### src/rtl/can_fd_inj_pkg.sv
// Shared types and constants for the CAN FD bit injector.
// STUFF state exists only when CAN_FD_INJ_STUFF_EN is defined.
package can_fd_inj_pkg;

  localparam int unsigned WORD_W    = 32;
  localparam int unsigned MIN_BT    = 2;
  localparam int unsigned STUFF_RUN = 5;
  localparam int unsigned RUN_W     = 3;

  typedef enum logic [1:0] {
    ST_IDLE  = 2'd0,
    ST_BIT   = 2'd1,
`ifdef CAN_FD_INJ_STUFF_EN
    ST_STUFF = 2'd2,
`endif
    ST_DONE  = 2'd3
  } t_inj_state;

endpackage

### src/rtl/can_fd_inj_buf.sv
// Word-organised frame buffer: appends 32-bit words, serves single bits MSB-first,
// reads past the loaded length return recessive. Used by can_fd_bit_injector.
module can_fd_inj_buf
  import can_fd_inj_pkg::*;
#(
  parameter int unsigned DEPTH = 1024,
  parameter int unsigned LEN_W = $clog2(DEPTH + 1)
) (
  input  logic              clk_i,
  input  logic              rst_i,
  input  logic              clr_i,
  input  logic              wr_en_i,
  input  logic [WORD_W-1:0] wr_data_i,
  input  logic [LEN_W-1:0]  rd_idx_i,
  output logic              rd_bit_c,
  output logic              full_o
);

  localparam int unsigned NWORDS = DEPTH / WORD_W;
  localparam int unsigned PTR_W  = (NWORDS > 1) ? $clog2(NWORDS) : 1;
  localparam int unsigned SEL_W  = $clog2(WORD_W);

  logic [WORD_W-1:0] mem_q [NWORDS];
  logic [PTR_W-1:0]  wr_ptr_q;
  logic [LEN_W-1:0]  loaded_q;
  logic [LEN_W-1:0]  loaded_inc;
  logic              wr_acc;
  logic [WORD_W-1:0] rd_word;
  logic [SEL_W-1:0]  rd_sel;

  assign wr_acc     = wr_en_i && !full_o && !clr_i;
  assign loaded_inc = loaded_q + LEN_W'(WORD_W);

  always_ff @(posedge clk_i) begin
    if (rst_i || clr_i) begin
      wr_ptr_q <= '0;
      loaded_q <= '0;
      full_o   <= 1'b0;
    end else if (wr_acc) begin
      wr_ptr_q <= wr_ptr_q + PTR_W'(1);
      loaded_q <= loaded_inc;
      full_o   <= (loaded_inc == LEN_W'(DEPTH));
    end
  end

  // Storage needs no reset: anything beyond loaded_q is masked on read.
  always_ff @(posedge clk_i) begin
    if (wr_acc) begin
      mem_q[wr_ptr_q] <= wr_data_i;
    end
  end

  // Bit 31 of each word goes out first, hence the inverted select.
  assign rd_word  = mem_q[PTR_W'(rd_idx_i >> SEL_W)];
  assign rd_sel   = rd_idx_i[SEL_W-1:0];
  assign rd_bit_c = (rd_idx_i < loaded_q) ? rd_word[~rd_sel] : 1'b1;

endmodule

### src/rtl/can_fd_bit_injector.sv
// Dual-rate CAN FD bit-stream injector: serialises the loaded buffer at nominal/data rate.
// Define CAN_FD_INJ_STUFF_EN to insert stuff bits in hardware; otherwise the buffer is sent verbatim.
module can_fd_bit_injector
  import can_fd_inj_pkg::*;
#(
  parameter int unsigned DEPTH = 1024,
  parameter int unsigned BT_W  = 16,
  parameter int unsigned LEN_W = $clog2(DEPTH + 1)
) (
  input  logic              clk_i,
  input  logic              rst_i,
  input  logic [BT_W-1:0]   cfg_nbt_i,
  input  logic [BT_W-1:0]   cfg_dbt_i,
  input  logic              wr_en_i,
  input  logic [WORD_W-1:0] wr_data_i,
  output logic              wr_full_o,
  output logic              wr_ovf_o,
  input  logic [LEN_W-1:0]  frame_len_i,
  input  logic [LEN_W-1:0]  brs_start_i,
  input  logic [LEN_W-1:0]  brs_end_i,
  input  logic              start_i,
  input  logic              abort_i,
  output logic              busy_o,
  output logic              done_o,
  output logic [LEN_W-1:0]  bit_idx_o,
  output logic              tx_o
);

  t_inj_state       state_q, state_d;
  logic [LEN_W-1:0] frame_len_q, frame_len_d;
  logic [LEN_W-1:0] brs_s_q, brs_s_d;
  logic [LEN_W-1:0] brs_e_q, brs_e_d;
  logic [LEN_W-1:0] bit_idx_q, bit_idx_d, idx_inc, bit_idx_c;
  logic [BT_W-1:0]  nbt_q, nbt_d, dbt_q, dbt_d;
  logic [BT_W-1:0]  bt_cnt_q, bt_cnt_d, bit_dur;
  logic             ovf_d, tx_c, busy_c, done_c;
  logic             in_win, bit_last;
  logic             buf_clr, buf_we, buf_full, rd_bit;
`ifdef CAN_FD_INJ_STUFF_EN
  logic [RUN_W-1:0] run_q, run_d, run_next;
  logic             last_q, last_d;
  logic             stuff_val_q, stuff_val_d;
`endif

  can_fd_inj_buf #(
    .DEPTH (DEPTH),
    .LEN_W (LEN_W)
  ) u_buf (
    .clk_i     (clk_i),
    .rst_i     (rst_i),
    .clr_i     (buf_clr),
    .wr_en_i   (buf_we),
    .wr_data_i (wr_data_i),
    .rd_idx_i  (bit_idx_q),
    .rd_bit_c  (rd_bit),
    .full_o    (buf_full)
  );

  assign wr_full_o = buf_full;

  // Stuff bits keep bit_idx_q of the bit they follow, so they inherit its rate.
  assign in_win   = (bit_idx_q >= brs_s_q) && (bit_idx_q < brs_e_q);
  assign bit_dur  = in_win ? dbt_q : nbt_q;
  assign bit_last = (bt_cnt_q == bit_dur - BT_W'(1));
  assign idx_inc  = bit_idx_q + LEN_W'(1);
`ifdef CAN_FD_INJ_STUFF_EN
  assign run_next = ((run_q != '0) && (rd_bit == last_q)) ? run_q + RUN_W'(1) : RUN_W'(1);
`endif

  always_comb begin
    state_d     = state_q;
    frame_len_d = frame_len_q;
    brs_s_d     = brs_s_q;
    brs_e_d     = brs_e_q;
    nbt_d       = nbt_q;
    dbt_d       = dbt_q;
    bit_idx_d   = bit_idx_q;
    bt_cnt_d    = bt_cnt_q;
    ovf_d       = wr_ovf_o;
    buf_clr     = 1'b0;
    buf_we      = 1'b0;
    tx_c        = 1'b1;
    busy_c      = 1'b0;
    done_c      = 1'b0;
    bit_idx_c   = '0;
`ifdef CAN_FD_INJ_STUFF_EN
    run_d       = run_q;
    last_d      = last_q;
    stuff_val_d = stuff_val_q;
`endif
    if (abort_i) begin
      state_d = ST_IDLE;
      buf_clr = 1'b1;
    end else begin
      case (state_q)
        ST_IDLE: begin
          buf_we = wr_en_i && !buf_full;
          if (start_i) begin
            ovf_d       = 1'b0;
            frame_len_d = (frame_len_i > LEN_W'(DEPTH)) ? LEN_W'(DEPTH) : frame_len_i;
            brs_s_d     = brs_start_i;
            brs_e_d     = brs_end_i;
            nbt_d       = (cfg_nbt_i < BT_W'(MIN_BT)) ? BT_W'(MIN_BT) : cfg_nbt_i;
            dbt_d       = (cfg_dbt_i < BT_W'(MIN_BT)) ? BT_W'(MIN_BT) : cfg_dbt_i;
            bit_idx_d   = '0;
            bt_cnt_d    = '0;
`ifdef CAN_FD_INJ_STUFF_EN
            run_d       = '0;
`endif
            state_d     = (frame_len_i == '0) ? ST_DONE : ST_BIT;
          end
          if (wr_en_i && buf_full) begin
            ovf_d = 1'b1;
          end
        end
        ST_BIT: begin
          tx_c      = rd_bit;
          busy_c    = 1'b1;
          bit_idx_c = bit_idx_q;
          bt_cnt_d  = bt_cnt_q + BT_W'(1);
          if (wr_en_i) begin
            ovf_d = 1'b1;
          end
          if (bit_last) begin
            bt_cnt_d  = '0;
            bit_idx_d = idx_inc;
`ifdef CAN_FD_INJ_STUFF_EN
            run_d     = run_next;
            last_d    = rd_bit;
`endif
            if (idx_inc == frame_len_q) begin
              state_d = ST_DONE;
            end
`ifdef CAN_FD_INJ_STUFF_EN
            else if ((run_next == RUN_W'(STUFF_RUN)) && (bit_idx_q < brs_e_q)) begin
              state_d     = ST_STUFF;
              bit_idx_d   = bit_idx_q;
              stuff_val_d = ~rd_bit;
            end
`endif
          end
        end
`ifdef CAN_FD_INJ_STUFF_EN
        ST_STUFF: begin
          tx_c      = stuff_val_q;
          busy_c    = 1'b1;
          bit_idx_c = bit_idx_q;
          bt_cnt_d  = bt_cnt_q + BT_W'(1);
          if (wr_en_i) begin
            ovf_d = 1'b1;
          end
          // The stuff bit opens the next equal-run.
          if (bit_last) begin
            bt_cnt_d  = '0;
            bit_idx_d = idx_inc;
            run_d     = RUN_W'(1);
            last_d    = stuff_val_q;
            state_d   = ST_BIT;
          end
        end
`endif
        ST_DONE: begin
          done_c  = 1'b1;
          buf_clr = 1'b1;
          state_d = ST_IDLE;
          if (wr_en_i) begin
            ovf_d = 1'b1;
          end
        end
        default: begin
          state_d = ST_IDLE;
        end
      endcase
    end
  end

  always_ff @(posedge clk_i) begin
    if (rst_i) begin
      state_q     <= ST_IDLE;
      frame_len_q <= '0;
      brs_s_q     <= '0;
      brs_e_q     <= '0;
      nbt_q       <= '0;
      dbt_q       <= '0;
      bit_idx_q   <= '0;
      bt_cnt_q    <= '0;
      wr_ovf_o    <= 1'b0;
      tx_o        <= 1'b1;
      busy_o      <= 1'b0;
      done_o      <= 1'b0;
      bit_idx_o   <= '0;
`ifdef CAN_FD_INJ_STUFF_EN
      run_q       <= '0;
      last_q      <= 1'b0;
      stuff_val_q <= 1'b1;
`endif
    end else begin
      state_q     <= state_d;
      frame_len_q <= frame_len_d;
      brs_s_q     <= brs_s_d;
      brs_e_q     <= brs_e_d;
      nbt_q       <= nbt_d;
      dbt_q       <= dbt_d;
      bit_idx_q   <= bit_idx_d;
      bt_cnt_q    <= bt_cnt_d;
      wr_ovf_o    <= ovf_d;
      tx_o        <= tx_c;
      busy_o      <= busy_c;
      done_o      <= done_c;
      bit_idx_o   <= bit_idx_c;
`ifdef CAN_FD_INJ_STUFF_EN
      run_q       <= run_d;
      last_q      <= last_d;
      stuff_val_q <= stuff_val_d;
`endif
    end
  end

endmodule

### config.mk
export PLATFORM = sky130hd
export DESIGN_NAME = can_fd_bit_injector
export DESIGN_NICKNAME = d
export VERILOG_FILES = /design/src/rtl/can_fd_inj_pkg.sv /design/src/rtl/can_fd_inj_buf.sv /design/src/rtl/can_fd_bit_injector.sv
export SDC_FILE = /design/constraint.sdc
export NUM_CORES = 1
export LEC_CHECK = 0
export ABC_AREA = 0
export BUFFER_PORTS_ARGS = -buffer_cell sky130_fd_sc_hd__clkbuf_2
export CAP_MARGIN = 20
export CORE_MARGIN = 2
export CORE_UTILIZATION = 56
export DETAILED_ROUTE_END_ITERATION = 8
export HOLD_SLACK_MARGIN = 0.02
export PLACE_DENSITY = 0.76
export RECOVER_POWER = 50
export SLEW_MARGIN = 15
export SYNTH_ARGS = -nofsm -noshare
export SYNTH_HDL_FRONTEND = slang
export SYNTH_SLANG_ARGS = --single-unit
### constraint.sdc
create_clock -name clk_i -period 5.9 [get_ports clk_i]
set_input_delay 0 -clock clk_i [delete_from_list [all_inputs] [get_ports clk_i]]
set_output_delay 0 -clock clk_i [all_outputs]
set_load 0.01 [all_outputs]
Word-level counts from Yosys, hierarchy flattened
Memory sizes are Yosys's and may differ from the RTL's. A register that Yosys moved wholly into a read port is not among the register bits.
Index checks and enable logic that the tools add are counted.
{"block": "op_classes", "n_mux": 30, "eq_ne": 10, "reduce_logical": 21, "n_addsub": 5, "n_bitwise": 4, "order_cmp": 7}
{"cell": "two-way mux 16 bit", "n": 5}
{"cell": "two-way mux 11 bit", "n": 3}
{"cell": "less-than comparator 16 x 2 -> 1 bit (second input constant)", "n": 2}
{"cell": "one-hot mux 16 bit (2 select lines)", "n": 1}
{"cell": "less-than comparator 11 bit", "n": 2}
{"cell": "one-hot mux 11 bit (2 select lines)", "n": 1}
{"cell": "adder 16 x 1 -> 16 bit (second input constant)", "n": 1}
{"cell": "equality test 16 bit", "n": 1}
{"cell": "subtractor 16 x 1 -> 16 bit (second input constant)", "n": 1}
{"cell": "adder 11 x 1 -> 11 bit (second input constant)", "n": 1}
{"cell": "adder 11 x 6 -> 11 bit (second input constant)", "n": 1}
{"cell": "equality test 11 bit", "n": 1}
{"cell": "equality test 11 bit (second input constant)", "n": 1}
{"cell": "greater-or-equal comparator 11 bit", "n": 1}
{"cell": "> comparator 11 bit (second input constant)", "n": 1}
{"cell": "logical NOT 11 bit", "n": 1}
{"cell": "two-way mux 1 bit", "n": 11}
{"cell": "two-way mux 5 bit", "n": 2}
{"cell": "AND reduction 3 bit", "n": 3}
{"cell": "two-way mux 2 bit", "n": 4}
{"cell": "AND reduction 4 bit", "n": 2}
{"cell": "less-than comparator 5 x 6 -> 1 bit (second input constant)", "n": 1}
{"cell": "inequality test 2 bit (second input constant)", "n": 3}
{"cell": "adder 5 x 1 -> 5 bit (second input constant)", "n": 1}
{"cell": "17 further kinds", "n": 26}
{"block": "totals", "regBits": 126, "input_bits": 102, "output_inout_bits": 16, "mem_count": 1, "mem_bits_rw": 1024, "word_cells": 94}
{"name": "u_buf.mem_q", "depth": 32, "width": 32, "rd": 1, "rd_ports_with_merged_regs": 1, "wr": 1, "line": "can_fd_inj_buf.sv:23", "rtl": "logic [WORD_W-1:0] mem_q [NWORDS];"}

Longest topological paths before layout
Gate-level depths: netlist of the first run.
{"block": "depth", "ltp_word": 9, "mapped_depth": 23, "ltp_nobuf": 19}

Hierarchy
From an unflattened synthesis of the first run, not the netlist that was laid out.
{"block": "unflattened", "hier_cells": 2655, "area_unflattened_um2": 45992.9}
{"mod": "can_fd_inj_buf", "seq_area_each_um2": 30989.7, "area_per_inst_um2": 39935.8, "cells_per_inst": 1883, "n_inst": 1}
{"mod": "can_fd_bit_injector", "seq_area_each_um2": 2182.1, "area_per_inst_um2": 6057.1, "cells_per_inst": 772, "n_inst": 1}

Least setup slack after synthesis of the first run
Ideal clock, no wire load.
{"block": "synth_timing", "path_type": "flip-flop to flip-flop", "start": "register bit_idx_q[0]", "end": "register bt_cnt_q[10]", "slack_ns": 0.279, "path_stages_with_launch": 24, "arrival_ns": 5.504, "path_buffers": 4, "required_ns": 5.783, "synth_period_minus_slack_ns": 5.621, "cell_sequence": "dfxtp_1 > clkbuf_1 > buf_1 > inv_1 > ha_1 > nand2b_1 > a2111oi_0 > nor4_1 > o41a_1 > clkbuf_1 > nand2_1 > mux2i_1 > ha_1 > or4b_2 > nor3_1 > a21oi_1 > a21oi_1 > nand2_1 > a221o_1 > a32oi_1 > nand4_1 > o21ai_2 > buf_2 > nor2_1"}
{"block": "synth_via", "elab_chain_len": 7}
{"element": "start, declared", "line": "can_fd_bit_injector.sv:33", "rtl": "logic [LEN_W-1:0] bit_idx_q, bit_idx_d, idx_inc, bit_idx_c;"}
{"element": "start signal, assigned", "line": "can_fd_bit_injector.sv:204", "rtl": "bit_idx_q <= bit_idx_d;"}
{"element": "greater-or-equal comparator 11 bit / less-than comparator 11 bit (equally long branches)", "line": "can_fd_bit_injector.sv:62", "rtl": "assign in_win = (bit_idx_q >= brs_s_q) && (bit_idx_q < brs_e_q);"}
{"element": "logical AND 1 bit *", "line": "can_fd_bit_injector.sv:62"}
{"element": "two-way mux 16 bit *", "line": "can_fd_bit_injector.sv:63", "rtl": "assign bit_dur = in_win ? dbt_q : nbt_q;"}
{"element": "subtractor 16 x 1 -> 16 bit *", "line": "can_fd_bit_injector.sv:64", "rtl": "assign bit_last = (bt_cnt_q == bit_dur - BT_W'(1));"}
{"element": "equality test 16 bit *", "line": "can_fd_bit_injector.sv:64"}
{"element": "two-way mux 16 bit *", "line": "can_fd_bit_injector.sv:124", "rtl": "if (bit_last) begin"}
{"element": "one-hot mux 16 bit (2 select lines) *", "line": "can_fd_bit_injector.sv:95", "rtl": "case (state_q)"}
{"element": "end signal, assigned", "line": "can_fd_bit_injector.sv:205", "rtl": "bt_cnt_q <= bt_cnt_d;"}
{"element": "end, declared", "line": "can_fd_bit_injector.sv:35", "rtl": "logic [BT_W-1:0] bt_cnt_q, bt_cnt_d, bit_dur;"}
Every way passes the cells marked *; elsewhere a longest branch is shown, timed or not.
A chain may end at the register's enable or synchronous reset.

Worst setup path in the final report of the first run
{"block": "layout_timing", "start": "register bit_idx_q[0]", "end": "register bt_cnt_q[3]"}
Same word-level chain as after synthesis.

==> results of run 1 <==
[layout make-up]
class / count / area [um^2] / share of cell area [%]
diodes: 3 / 7.507 / 0.01404
flip-flops and latches: 1150 / 33290 / 62.24
well taps: 1060 / 1326 / 2.480
repair buffers: 367 / 2949 / 5.514
clock inverters: 72 / 755.7 / 1.413
multi-input cells: 1054 / 12140 / 22.69
clock buffers: 133 / 2892 / 5.406
inverters: 34 / 127.6 / 0.2386
[worst max-delay path by stage]
stage                                endpoint  slack (ns)  depth (start not counted)
floorplan           bt_cnt_q[10]$_SDFFE_PP0P_        0.28                         23
finish               bt_cnt_q[3]$_SDFFE_PP0P_        0.42                         20
CTS                                 flip-flop        0.30                         19
detailed placement                  flip-flop        0.38                         19
global route         bt_cnt_q[3]$_SDFFE_PP0P_        0.05                         20
global placement                    flip-flop        0.47                         19
[registers in the layout, summed over array words and instances (netlist names), named ones only]
signal	cells
bit_idx_q	11
bt_cnt_q	16
done_o	1
u_buf.wr_ptr_q	5
tx_o	1
dbt_q	16
u_buf.full_o	1
u_buf.loaded_q	6
frame_len_q	11
busy_o	1
nbt_q	16
brs_s_q	11
u_buf.mem_q	1024
brs_e_q	11
state_q	2
bit_idx_o	11
wr_ovf_o	1
[layer usage]
metal,GRT usage (%),vias to the layer above,share of wire (%)
li1,-,10340,-
met4,10.96,4,4.1
met1,37.97,13180,37
met5,0,-,0.022
met2,45.59,1501,49
met3,5.767,294,9.1
[cell families after synthesis]
logic type               after synthesis  share of synthesized area [%]
AO/OA/AOI/OAI                        163                          2.138
XOR/XNOR                              53                          1.013
flip-flops                          1150                          72.62
adder cells (fa/ha/maj)               34                         0.9286
buffers and inverters                160                          1.396
multiplexers                         355                          17.12
AND/OR/NAND/NOR                      449                          4.777
[repair_timing]
action	in CTS	in global routing
hold buffers	174	0
endpoints found under the setup margin	0	28
gates resized for setup	0	5
buffers inserted	0	0
endpoints found under the hold margin	1109	0
[report_power, final]
part,internal [mW],switching [mW],total [mW]
clock,4.07,3.05,7.11
sequential,8.89,0.0338,8.93
combinational,0.243,0.383,0.626
[per-stage QoR]
stage | power, mW | worst slack [ns]
6_report | 16.67 | 0.4172
5_1_grt | 17.08 | 0.05012
4_1_cts | 16.70 | 0.3033
3_5_place_dp | 9.609 | 0.3801
3_3_place_gp | 9.587 | 0.4748
2_1_floorplan | 9.358 | 0.2787
[worst register-to-register path, delay by kind of cell (launching register included)]
kind,cells,cell delay [ns]
AOI/OAI and AO/OA,7,2.17
adders and majority gates,2,0.57
buffers and inverters,2,0.33
DFF,1,0.32
muxes,1,0.20
and+or+nand+nor,8,1.76
[cells in the mapped netlist (all sizes together) (5+ instances only)]
| master | count |
|---|---|
| a21o | 7 |
| a21oi | 86 |
| a22oi | 5 |
| a31oi | 5 |
| and3 | 20 |
| buf | 45 |
| clkbuf | 81 |
| dfxtp | 126 |
| edfxtp | 1024 |
| ha | 34 |
| inv | 34 |
| mux2i | 12 |
| mux4 | 343 |
| nand2 | 163 |
| nand2b | 9 |
| nand3 | 31 |
| nand3b | 12 |
| nand4 | 16 |
| nor2 | 85 |
| nor2b | 24 |
| nor3 | 31 |
| nor4 | 14 |
| nor4b | 7 |
| o211ai | 9 |
| o21ai | 18 |
| o22ai | 6 |
| or3 | 10 |
| xnor2 | 30 |
| xor2 | 23 |
==> impl_metrics.json, run 1 <==
{
  "status": "finished with violations",
  "violations": "max-capacitance violations, max-slew violations",
  "fin_util_pct": 66.19,
  "end_kind": "flip-flop",
  "slowest_stage": "or4b_2",
  "report.final.slew_viol_count": 92,
  "drtAntennaViolNets": 0,
  "die_width_um": 290.0,
  "cts_tree": "built",
  "wl_per_cell_um": 30.25,
  "path_buf_inv": 2,
  "rr_worst_depth": 20,
  "grt_usage_pct": 28.09,
  "cp.arrival_ns": 6.05,
  "clock-root-buffer": "clkbuf_16",
  "htreeDepth": 3,
  "dr.first_iter.drc_count": 3166,
  "powerDensity_mw_per_mm2": 311.6,
  "dpl.hpwl_um": 64930,
  "start_util_pct": 56.70,
  "irDropWorstVdd_mv": 0.2774,
  "worstPathRequired_ns": 6.46,
  "drive_above_1_share_pct": 24.70,
  "synth_top_area_share_pct": 67.12,
  "numCtsBuffers": 109,
  "num_io_pins": 118,
  "first_global_vias": 25850,
  "placed_cell_area_mm2": 0.04815,
  "reg2reg_to": "bt_cnt_q[3]$_SDFFE_PP0P_",
  "hold_end": "nbt_q[9]$_SDFFE_PP0P_",
  "min_path_type": "input pin to flip-flop",
  "gp_congestion": 0.8896,
  "tns_ns": 0,
  "core-area_mm2": 0.08081,
  "final_common_cell": "edfxtp_1",
  "area_growth_pct": 16.74,
  "drc": 0,
  "reg2reg_slack_ns": 0.42,
  "fin_area_mm2": 0.05348,
  "die_y_um": 290.0,
  "finalHoldViolCount": 0,
  "worstSetupStartpointType": "flip-flop",
  "drt_wl_total_um": 117100,
  "final_nets": 2852,
  "hold_start": "cfg_nbt_i[9]",
  "rsz0062_at_grt": "no",
  "grt_max_degree": 79,
  "critPathKind": "flip-flop to flip-flop",
  "overflow": 0,
  "synth.area.top_cells": "edfxtp_1, mux4_2, dfxtp_1",
  "path_max_fanout": 13,
  "max-slew-margin-rel_pct": -146.8,
  "maxCapViolCount": 2,
  "grt_pass1_wl_um": 172100,
  "synth_edf_count": 1024,
  "antenna_found_initial": 4,
  "cts.clk_slew.worst_paths_ns": 0.06,
  "synth.largest_area_cell": "edfxtp_1",
  "post-route-period-util_pct": 92.93,
  "insertion_delay_ns": 0.68,
  "synthArstFlopShare_pct": 0,
  "hold_slack_ns": 0.1525,
  "first_pass_iters": 6,
  "synth_cell_type_count": 59,
  "clock-sinks": 1150,
  "clock_path_buffers": 3,
  "vias_per_cell": 6.537,
  "io_buffer_count": 117,
  "finalClockSkew_ns": 0.02069,
  "synthesis.nets": 2500,
  "num_rows": 104,
  "cp-startpoint": "bit_idx_q[0]$_SDFFE_PP0P_",
  "max_freq_mhz": 182.4,
  "r2r_start": "bit_idx_q[0]$_SDFFE_PP0P_",
  "max_stage_delay_ns": 0.67,
  "n_fill_cell": 5063,
  "synthCells": 2364,
  "final_cell_mix": "edfxtp_1, mux4_2, dlygate4sd3_1",
  "holdPathStages": 4,
  "leakagePower_nw": 16.85,
  "final_cells": 3873,
  "ys_seq_area_share_pct": 72.62,
  "period_needed_ns": 5.483,
  "dieArea_mm2": 0.08411,
  "syn_avg_cell_area_um2": 19.38,
  "syn-cell-area_mm2": 0.04581,
  "place_inst": 3489,
  "vias": 25320,
  "ys_warn_count": 0,
  "synth-seq-cells": 1150,
  "critPathTopFamily": "compound AO/OA/AOI/OAI gates",
  "synthFlopType": "edfxtp_1",
  "tightestPinTransition_ns": 3.701,
  "crit_chain": "inv_1, ha_1, nand2b_1, a2111oi_1, nor4_2, o41a_1, nand2_1, mux2i_1, ha_2, or4b_2, nor3_1, a21oi_1, a21oi_1, nand2_1, a221o_1, a32oi_1, nand4_1, o21ai_2, buf_4, nor2_1",
  "setup_viol": 0
}
No activity file was read; power rests on OpenSTA's default activity.
==> run 2, diff against run 1 <==
CORE_UTILIZATION = 35   (was 56)
PLACE_DENSITY = 0.52   (was 0.76)
RECOVER_POWER = 25   (was 50)
==> impl_metrics.json, run 2 (synthesized netlist as in run 1, its figures left out) <==
{
  "status": "complete, no violations",
  "fin_util_pct": 42.38,
  "die_y_um": 365.8,
  "end_kind": "flip-flop",
  "worstSetupStartpointType": "flip-flop",
  "wl_per_cell_um": 26.66,
  "cp-startpoint": "bit_idx_q[0]$_SDFFE_PP0P_",
  "dieArea_mm2": 0.1338,
  "cp.arrival_ns": 6.22,
  "final_nets": 2892,
  "drc": 0,
  "leakagePower_nw": 17.22,
  "die_width_um": 365.8,
  "largest_register_ffs": 1024,
  "area_growth_pct": 19.93,
  "finalHoldViolCount": 0,
  "irDropWorstVdd_mv": 0.2784,
  "drtAntennaViolNets": 0,
  "grt_usage_pct": 18.27,
  "io_buffer_count": 117,
  "gp_congestion": 0.8812,
  "setup_viol": 0,
  "place_inst": 4173,
  "min_path_type": "input pin to flip-flop",
  "final_cells": 4603,
  "antenna_found_initial": 5,
  "period_needed_ns": 5.537,
  "vias_per_cell": 5.374,
  "final_cell_mix": "edfxtp_1, mux4_2, dlygate4sd3_1",
  "core-area_mm2": 0.1296,
  "r2r_start": "bit_idx_q[0]$_SDFFE_PP0P_",
  "post-cts-setup-buffers": 0,
  "critPathKind": "flip-flop to flip-flop",
  "tightestPinTransition_ns": 1.341,
  "cts.clk_slew.worst_paths_ns": 0.06,
  "clock_path_buffers": 3,
  "post-route-period-util_pct": 93.85,
  "report.final.slew_viol_count": 0,
  "max_freq_mhz": 180.6,
  "max-slew-margin-rel_pct": 10.59,
  "numCtsBuffers": 120,
  "finalClockSkew_ns": 0.08702,
  "first_pass_iters": 6,
  "insertion_delay_ns": 0.75,
  "maxCapViolCount": 0,
  "dr.first_iter.drc_count": 2660,
  "worstPathRequired_ns": 6.58,
  "grt_max_degree": 81,
  "place_ws_ns": 0.2182,
  "powerDensity_mw_per_mm2": 307.3,
  "first_global_vias": 25420,
  "path_max_fanout": 10,
  "clock-sinks": 1150,
  "hold_start": "cfg_dbt_i[1]",
  "grt_pass1_wl_um": 179500,
  "overflow": 0,
  "num_io_pins": 118,
  "registers.top_by_ff_count": "u_buf.mem_q",
  "cts_tree": "built",
  "dpl.hpwl_um": 67270,
  "drt_wl_total_um": 122700,
  "vias": 24740,
  "num_rows": 132,
  "worst_slack_ns": 0.3631,
  "clock-root-buffer": "clkbuf_16",
  "final_common_cell": "edfxtp_1",
  "start_util_pct": 35.34,
  "drive_above_1_share_pct": 25.78,
  "htreeDepth": 3
}
## run 2: final timing paths
check                              endpoint  slack (ns)  cells past startpoint
hold / removal        dbt_q[1]$_SDFFE_PP0P_        0.15                      4
hold reg to reg    bt_cnt_q[1]$_SDFFE_PP0P_        0.53                      2
setup reg to reg  bit_idx_q[5]$_SDFFE_PP0P_        0.36                     20
setup / recovery  bit_idx_q[5]$_SDFFE_PP0P_        0.36                     20
## run 2: per-stage QoR
stage          setup TNS (ns)  total power [mW]  hold slack (ns)  cell area [um^2]
2_1_floorplan               0             9.358          0.07804             45810
4_1_cts                     0             17.04          0.08257             54930
6_report                    0             16.89           0.1527             54940
5_1_grt             -0.007603             17.42           0.1437             54940
3_3_place_gp                0             9.587           0.2404             48990
3_5_place_dp                0             9.609           0.2493             49100
## run 2: repair_timing
| item | CTS | global route |
|---|---|---|
| hold endpoints to repair | 1120 | 0 |
| setup endpoints to repair | 0 | 30 |
| resized for setup | 0 | 6 |
| hold buffers | 203 | 0 |
## run 2: layout make-up
cell class / instances / area, um^2
Antenna cell: 2 / 5.005
Clock buffer: 148 / 3138
Clock inverter: 77 / 668.1
Fill cell: 11250 / 74710
Inverter: 34 / 127.6
Multi-Input combinational cell: 1054 / 12170
Sequential cell: 1150 / 33290
Tap cell: 1742 / 2180
Timing Repair Buffer: 396 / 3362
## run 2: power by group
part	internal, mW	total [mW]	switching, mW	leakage (nW)
Clock	4.16	7.33	3.17	1.87
Combinational	0.257	0.629	0.372	5.11
Sequential	8.89	8.93	0.0334	10.2
Total	13.3	16.9	3.57	17.2
## run 2: worst max-delay path, cell delays in order, from the launching register on
cell and delay (ns):
dfxtp_2 0.32, inv_1 0.07, ha_1 0.27, nand2b_1 0.14, a2111oi_0 0.47, nor4_1 0.16, o41a_1 0.52, nand2_1 0.22
mux2i_1 0.23, ha_2 0.28, or4b_2 0.68, nor3_2 0.30, a21oi_1 0.11, a21oi_1 0.16, nand2_1 0.08, a221o_1 0.31
a32oi_1 0.24, nand4_1 0.22, buf_4 0.23, nor3_1 0.28, o22a_1 0.18
## run 2: layer usage
layer / vias to the layer above / track usage [%] / wire length (um)
li1: 10450 / - / -
met1: 13320 / 25.97 / 54400
met2: 776 / 29.34 / 58930
met3: 189 / 2.864 / 6350
met4: 4 / 4.744 / 3025
met5: - / 0 / 27
==> run 3, diff against run 2 <==
SETUP_SLACK_MARGIN = 0.4   (was not set)
==> impl_metrics.json, run 3 (synthesized netlist as in run 1, its figures left out) <==
{
  "status": "complete, no violations",
  "n_fill_cell": 11220,
  "max_stage_delay_ns": 0.68,
  "overflow": 0,
  "num_rows": 132,
  "critPathKind": "flip-flop to flip-flop",
  "critPathTopFamily": "simple AND/OR/NAND/NOR gates",
  "fin_util_pct": 42.52,
  "drc": 0,
  "largest_register_ffs": 1024,
  "max_freq_mhz": 193.9,
  "reg2reg_slack_ns": 0.74,
  "worst_slack_ns": 0.7428,
  "io_buffer_count": 117,
  "report.final.slew_viol_count": 0,
  "period_needed_ns": 5.157,
  "antenna_found_initial": 4,
  "path_buf_inv": 2,
  "grt_max_degree": 79,
  "holdPathStages": 4,
  "final_nets": 2880,
  "first_pass_iters": 5,
  "hold_start": "abort_i",
  "min_path_type": "input pin to flip-flop",
  "r2r_start": "bit_idx_q[0]$_SDFFE_PP0P_",
  "final_cell_mix": "edfxtp_1, mux4_2, dlygate4sd3_1",
  "maxCapViolCount": 0,
  "place_inst": 4177,
  "cts.clk_slew.worst_paths_ns": 0.06,
  "clock-sinks": 1150,
  "seqCellArea_mm2": 0.03329,
  "die_y_um": 365.8,
  "rr_worst_depth": 20,
  "finalHoldViolCount": 0,
  "setup_viol": 0,
  "vias": 24350,
  "hold_end": "bit_idx_o[10]$_SDFF_PP0_",
  "post-route-period-util_pct": 87.41,
  "slowest_stage": "or4b_2",
  "dr.first_iter.drc_count": 2229,
  "cp.arrival_ns": 5.81,
  "drt_wl_total_um": 120800,
  "finalClockSkew_ns": 0.02546,
  "final_common_cell": "edfxtp_1",
  "rsz0062_at_grt": "no",
  "worstPathRequired_ns": 6.56,
  "path_max_fanout": 10,
  "clock-root-buffer": "clkbuf_16",
  "wl_per_cell_um": 26.33,
  "worstSetupStartpointType": "flip-flop",
  "irDropWorstVdd_mv": 0.2611,
  "start_util_pct": 35.34,
  "dieArea_mm2": 0.1338,
  "gp_congestion": 0.8795,
  "end_kind": "flip-flop",
  "leakagePower_nw": 17.30,
  "htreeDepth": 3,
  "grt_util_met3_pct": 2.783,
  "die_width_um": 365.8,
  "grt_usage_pct": 17.95,
  "core-area_mm2": 0.1296,
  "drtAntennaViolNets": 0,
  "insertion_delay_ns": 0.73,
  "num_io_pins": 118,
  "clock_path_buffers": 3,
  "grt_pass1_wl_um": 176800,
  "multiInputGateArea_mm2": 0.01219,
  "max-slew-margin-rel_pct": 10.82,
  "registers.top_by_ff_count": "u_buf.mem_q",
  "drive_above_1_share_pct": 26.64,
  "first_global_vias": 25260,
  "power_mw": 17.47,
  "area_growth_pct": 20.32,
  "vias_per_cell": 5.308,
  "cp_common_cell": "a21oi_1",
  "grt_use_met1_pct": 25.20,
  "cts_tree": "built",
  "use_met2_pct": 29.46,
  "place_ws_ns": 0.3325,
  "tightestPinTransition_ns": 1.338,
  "tns_ns": 0,
  "final_cells": 4588,
  "crit_chain": "inv_1, ha_1, nand2b_1, a2111oi_2, nor4_2, o41a_1, nand2_2, mux2i_1, ha_2, or4b_2, nor3_2, a21oi_1, a21oi_1, nand2_1, a221o_1, a32oi_2, nand4_1, buf_4, nor3_1, o22a_1",
  "dpl.hpwl_um": 68070,
  "numCtsBuffers": 118,
  "grt_busiest_layer": "met2",
  "powerDensity_mw_per_mm2": 317.0
}
## run 3: cell count changes in the layout (fill, tap and decap cells not counted), sizes merged
cell / change
buf: +7
diode: -1
clkinvlp: +6
clkbuf: -7
clkinv: -17
dlygate4sd3: -17
bufinv: +14
## run 3: where the power goes
group	total [mW]	internal (mW)	switching [mW]
combinational	0.623	0.252	0.371
sequential	8.92	8.89	0.0329
clock	7.92	4.76	3.16
total	17.5	13.9	3.57
## run 3: how the worst max path moves through the flow
stage | start | end | slack [ns] | cells after the start
after global placement | bit_idx_q[0]$_SDFFE_PP0P_ | flip-flop | 0.26 | 19
after floorplan | bit_idx_q[0]$_SDFFE_PP0P_ | bt_cnt_q[10]$_SDFFE_PP0P_ | 0.47 | 23
final | bit_idx_q[0]$_SDFFE_PP0P_ | flip-flop | 0.74 | 20
after global routing | bit_idx_q[0]$_SDFFE_PP0P_ | flip-flop | 0.39 | 20
after detailed placement | bit_idx_q[0]$_SDFFE_PP0P_ | bit_idx_q[8]$_SDFFE_PP0P_ | 0.33 | 19
after CTS | bit_idx_q[0]$_SDFFE_PP0P_ | bt_cnt_q[2]$_SDFFE_PP0P_ | 0.40 | 20
## run 3: worst register-to-register path: stages (launching register included)
cell	delay, ns
dfxtp_2	0.32
inv_1	0.07
ha_1	0.26
nand2b_1	0.16
a2111oi_2	0.39
nor4_2	0.12
o41a_1	0.47
nand2_2	0.17
mux2i_1	0.22
ha_2	0.26
or4b_2	0.68
nor3_2	0.27
a21oi_1	0.10
a21oi_1	0.15
nand2_1	0.06
a221o_1	0.31
a32oi_2	0.20
nand4_1	0.20
buf_4	0.23
nor3_1	0.25
o22a_1	0.18
## run 3: routing by layer
metal	wire (um)	part of all wire [%]
met1	53490	44
met2	58950	49
met4	2078	1.7
met5	0	0
met3	6291	5.2
## run 3: area by class of cell
class | count | area share, %
multi-input cells | 1054 | 22.12
clock buffers | 141 | 5.668
repair buffers | 386 | 5.845
well taps | 1742 | 3.954
flip-flops and latches | 1150 | 60.39
diodes | 1 | 0.004540
inverters | 34 | 0.2315
clock inverters | 80 | 1.789
## run 3: what timing repair did
| action | 4_1_cts | 5_1_grt |
|---|---|---|
| setup endpoints to repair | 17 | 33 |
| hold endpoints to repair | 1110 | 0 |
| pin swaps | 0 | 4 |
| hold buffers | 186 | 0 |
| resized for setup | 3 | 7 |
| buffers inserted | 0 | 3 |
## run 3: stage by stage
step	hold WS (ns)	cell area [um^2]
2_1_floorplan	0.07804	45820
3_3_place_gp	0.2394	49080
3_5_place_dp	0.2428	49100
4_1_cts	0.2858	55090
5_1_grt	0.3520	55120
6_report	0.3525	55120
